`src/rtl/wb_regfile_writer.sv`:
```
// wb_regfile_writer: MIPS writeback stage and architectural register file.
// Formats the MEM/WB writeback value and commits it to a 32x32 register file.
// Serves two combinational read ports with same-cycle write-through bypass.
// Keeps debug state (last write index/data and a write counter) for the board display.
module wb_regfile_writer #(
   parameter int DATA_WIDTH  = 32,
   parameter int NUM_REGS    = 32,
   parameter int COUNT_WIDTH = 16
) (
   input  logic                          Clk,
   input  logic                          Reset,
   input  logic                          WB_RegWrite,
   input  logic [1:0]                    WB_MemToReg,
   input  logic                          WB_halfbyte,
   input  logic                          WB_jr,
   input  logic [DATA_WIDTH-1:0]         WB_PCAddResult,
   input  logic [DATA_WIDTH-1:0]         WB_Read,
   input  logic [DATA_WIDTH-1:0]         WB_ALUResult,
   input  logic [$clog2(NUM_REGS)-1:0]   WB_RegDst,
   input  logic [$clog2(NUM_REGS)-1:0]   ReadRegister1,
   input  logic [$clog2(NUM_REGS)-1:0]   ReadRegister2,
   output logic [DATA_WIDTH-1:0]         ReadData1,
   output logic [DATA_WIDTH-1:0]         ReadData2,
   output logic [DATA_WIDTH-1:0]         WB_WriteData,
   output logic                          WB_WriteEn,
   output logic [$clog2(NUM_REGS)-1:0]   LastWriteReg,
   output logic [DATA_WIDTH-1:0]         LastWriteData,
   output logic [COUNT_WIDTH-1:0]        WriteCount
);

   localparam int IDX_WIDTH = $clog2(NUM_REGS);

   logic [DATA_WIDTH-1:0]  regs_r [NUM_REGS];
   logic [DATA_WIDTH-1:0]  write_data_s;
   logic                   write_en_s;
   logic [IDX_WIDTH-1:0]   last_write_reg_r;
   logic [DATA_WIDTH-1:0]  last_write_data_r;
   logic [COUNT_WIDTH-1:0] write_count_r;

   // Select the writeback source; halfword sign-extension only applies to memory loads.
   always_comb begin
      write_data_s = WB_ALUResult;
      case (WB_MemToReg)
         2'b00: write_data_s = WB_ALUResult;
         2'b01: begin
            if (WB_halfbyte) begin
               write_data_s = {{(DATA_WIDTH-16){WB_Read[15]}}, WB_Read[15:0]};
            end else begin
               write_data_s = WB_Read;
            end
         end
         2'b10: write_data_s = WB_PCAddResult;
         default: write_data_s = WB_ALUResult;  // reserved encoding behaves like ALU result
      endcase
   end

   // Qualify the write: jr never writes back, and $0 is hardwired to zero.
   always_comb begin
      write_en_s = WB_RegWrite & ~WB_jr & (WB_RegDst != {IDX_WIDTH{1'b0}});
   end

   // Read port 1: $0 reads zero, then same-cycle bypass, then storage.
   always_comb begin
      ReadData1 = {DATA_WIDTH{1'b0}};
      if (ReadRegister1 == {IDX_WIDTH{1'b0}}) begin
         ReadData1 = {DATA_WIDTH{1'b0}};
      end else if (write_en_s && (ReadRegister1 == WB_RegDst)) begin
         ReadData1 = write_data_s;
      end else begin
         ReadData1 = regs_r[ReadRegister1];
      end
   end

   // Read port 2: same priority as port 1, evaluated independently.
   always_comb begin
      ReadData2 = {DATA_WIDTH{1'b0}};
      if (ReadRegister2 == {IDX_WIDTH{1'b0}}) begin
         ReadData2 = {DATA_WIDTH{1'b0}};
      end else if (write_en_s && (ReadRegister2 == WB_RegDst)) begin
         ReadData2 = write_data_s;
      end else begin
         ReadData2 = regs_r[ReadRegister2];
      end
   end

   // Register file storage: cleared by reset, written on qualified commits.
   always_ff @(posedge Clk or negedge Reset) begin
      if (!Reset) begin
         for (int i = 0; i < NUM_REGS; i++) begin
            regs_r[i] <= {DATA_WIDTH{1'b0}};
         end
      end else if (write_en_s) begin
         regs_r[WB_RegDst] <= write_data_s;
      end
   end

   // Debug state: tracks the latest committed write and counts commits (wrapping).
   always_ff @(posedge Clk or negedge Reset) begin
      if (!Reset) begin
         last_write_reg_r  <= {IDX_WIDTH{1'b0}};
         last_write_data_r <= {DATA_WIDTH{1'b0}};
         write_count_r     <= {COUNT_WIDTH{1'b0}};
      end else if (write_en_s) begin
         last_write_reg_r  <= WB_RegDst;
         last_write_data_r <= write_data_s;
         write_count_r     <= write_count_r + COUNT_WIDTH'(1'b1);
      end
   end

   assign WB_WriteData  = write_data_s;
   assign WB_WriteEn    = write_en_s;
   assign LastWriteReg  = last_write_reg_r;
   assign LastWriteData = last_write_data_r;
   assign WriteCount    = write_count_r;

endmodule
```
`config.mk`:
```
export PLATFORM = sky130hd
export DESIGN_NAME = wb_regfile_writer
export DESIGN_NICKNAME = d
export VERILOG_FILES = /design/src/rtl/wb_regfile_writer.sv
export SDC_FILE = /design/constraint.sdc
export NUM_CORES = 2
export LEC_CHECK = 0
export ABC_AREA = 1
export CAP_MARGIN = 20
export CORE_MARGIN = 2
export CORE_UTILIZATION = 35
export CTS_BUF_LIST = sky130_fd_sc_hd__clkbuf_16
export DETAILED_ROUTE_END_ITERATION = 8
export PLACE_DENSITY = 0.61
export SYNTH_ARGS = -nofsm -noshare
export SYNTH_HDL_FRONTEND = slang
export SYNTH_SLANG_ARGS = --single-unit
export TNS_END_PERCENT = 50
```
`constraint.sdc`:
```
create_clock -name Clk -period 4.65 [get_ports Clk]
set_clock_uncertainty 0.1 [all_clocks]
set_input_delay 1.395 -clock Clk [delete_from_list [all_inputs] [get_ports Clk]]
set_output_delay 1.395 -clock Clk [all_outputs]
set_load 0.005 [all_outputs]
```
==> run metrics <==
Critical Path RT=3.15 ns; Pins Over Slew Limit=0; Die X=422 um; starting density of the core=0.352; fmax=210 MHz; I/O Pins=268; cells after synthesis=8,630; CTS Hold Bufs=0; worst r2r src=WriteCount[0]; CTS H-tree depth=3; GRT met1 Usage=0.393; Die ar.=178,000 sq um; synth cell count leaders=2,353 x nand2_1, 1,292 x o21ai_0, 1,077 x dfrtp_1; Vias/cell=5.67; Synth Cell Area=61,300 sq um; cell area after placement=71,500 sq um; Iteration-0 DRC Markers=8,830; half-perimeter wire length after placement=180,000 um; Die Span Y=422 um; main combinational cell family by area after synthesis=simple AND/OR/NAND/NOR gates; worst-margin pin slew=1.12 ns; Vias=64,660; Setup violations, final=22; drt wl/cell=25.2 um; fin crit share=1.02; min Tclk post-route=4.76 ns; DRT antenna net count=0; top-count cell post-synth=nand2_1; row cnt=153; Synth Area in Simple Gates=0.237; GRT Util Overall=0.308; RSZ-0062 raised after global routing=yes; WL final=287,000 um; compound-gate portion of the synthesized area=0.215; root buf cell=clkbuf_16; Worst R2R Setup Slack=2.67 ns; Max Buffers Root-to-Sink=3; Netlist cell types=35; Setup WS post-layout=-0.113 ns; crit-path max FO=8; Layout Cells excl Fill=11,402; Most Crowded Layer GR=met2; CP endpoint kind=output port; post-synthesis mux area share=0; Mean Syn Cell Area=7.10 sq um; Max-Cap Viols=0; CTS tree=done; fillers=17,197; RR Endpoint=WriteCount[11]; placed insts=11,076; GR Layer Usage met3=0.0636; clk sinks=1,077; clock slew at reported path FFs=0.06 ns; area leader, netlist=dfrtp_1; initial antenna violation count=14; register area=27,000 sq um; vias in the first global route=60,124; Layout area overhead=28.0%; Finished Cell Area=78,400 sq um; iteration count of the initial detailed-routing pass=7; worst-skew pair later-pin latency=0.78 ns; outcome=complete, but fails checks; top cell type's share of synthesized area=0.440; hold slack=0.284 ns; Critical Path AT=3.27 ns; Worst Hold Class=reg2reg; Ys Warns=0; Async S/R FF share, synth=1.00; top post-synthesis cells by area=dfrtp_1 44%, nand2_1 14%, o21ai_0 11%, nand3_1 6.9%, inv_1 5.0%; Synthesized Nets=8,751; crit path capture=ReadData1[1]; main flop type after synthesis=dfrtp_1; IO buf count=267; Final Total Pwr=28,400 uW; Num CTS Buffers=120; Synth Register Bits=1,077; met2 global-route usage=0.472; R2R depth=7; CP Launch Point=WB_jr; grt ovf=0; Seq/Total Area, Yosys=0.440; Setup CP Type=in2out; multi-input logic area=29,300 sq um; Slew headroom=0.256; LEAKAGE=0.0357 uW; core box area=174,000 sq um; peak supply drop=0.350 mV; failing checks=negative setup slack; XOR/XNOR Fraction of Synth Area=0.00272; GP Congestion=0.953; critical path launch point type=input port; fraction of layout cells with a size suffix above 1=0.145; Synth Area in Adders=0.000613; largest net degree at the start of global routing=145; # nets final=9,095; final-report hold violation count=0; power density cells=362 nW/um^2; Post-synth EDFFs=0; DRC viols=0; first-pass GRT wire length=411,000 um
through the flow:
step,setup TNS [ns],util,setup slack (ns)
CTS,-0.832,0.443,-0.0817
global placement,-59.42,0.411,-1.05
global route,-1.28,0.451,-0.111
floorplan,0,-,0.244
finish,-0.828,0.451,-0.113
detailed placement,-59.72,0.411,-1.04
logic make-up after synthesis:
group | after synthesis
buffers and inverters | 1613
xor gates and xnor gates | 19
adders and majority gates | 3
and+or+nand+nor | 3521
AOI/OAI and AO/OA | 2397
DFF | 1077
registers in the layout, summed over array words and instances (netlist names):
signal         flops
regs_r          1024
LastWriteData     32
WriteCount        16
LastWriteReg       5
layout by cell type (no fill, tap or decap), types with 50 or more instances in the layout:
cell,instances
nand2_1,2299
o21ai_0,1225
dfrtp_1,1077
inv_1,835
nand3_1,789
a21oi_1,445
o211ai_1,395
buf_4,386
buf_12,244
nor2_1,241
o21ai_1,188
clkdlybuf4s50_1,156
clkbuf_16,145
buf_6,52
nand3_2,50
power breakdown:
part,internal (uW),leakage (uW),switching [uW],total (uW)
Combinational,2770,0.0210,4520,7290
Clock,5080,0.00192,4230,9300
Sequential,10900,0.0127,840,11800
critical path, cell delays in order:
cell and delay [ns]:
clkdlybuf4s15_2 0.19, nor2_4 0.14, nand2_4 0.08, nor3_4 0.44, buf_12 0.20, inv_16 0.06, buf_12 0.15, buf_12 0.13
buf_16 0.13, o21ai_2 0.14, a21oi_2 0.04, buf_2 0.13
worst min-delay path by stage:
stage / from / endpoint / slack (ns) / cells after the start
floorplan: regs_r[1006] / regs_r[1006] / 0.33 / 1
global placement: regs_r[1006] / regs_r[1006] / 0.26 / 0
detailed placement: regs_r[1006] / regs_r[1006] / 0.27 / 0
CTS: regs_r[1006] / regs_r[1006] / 0.28 / 0
global route: regs_r[1006] / regs_r[1006] / 0.29 / 0
finish: regs_r[1006] / regs_r[1006] / 0.28 / 0
final cells by class:
cell class,instances,share of cell area
well taps,2325,0.0371
clock inverters,99,0.00869
repair buffers,993,0.158
inverters,842,0.0409
multi-input cells,5940,0.373
diodes,5,0.000160
clock buffers,121,0.0386
flip-flops and latches,1077,0.344
what timing repair did:
| item | 4_1_cts | 5_1_grt |
|---|---|---|
| endpoints found under the setup margin | 97 | 73 |
| cloned | 22 | 24 |
| resized for setup | 552 | 209 |
| pin swaps | 59 | 71 |
| setup buffers | 46 | 25 |
layer usage:
| metal | wire (um) | part of all wire |
|---|---|---|
| met1 | 108000 | 0.38 |
| met5 | 13 | 0.000045 |
| met4 | 22500 | 0.078 |
| met2 | 125000 | 0.44 |
| met3 | 31100 | 0.11 |
(Power assumes the default switching activity.)
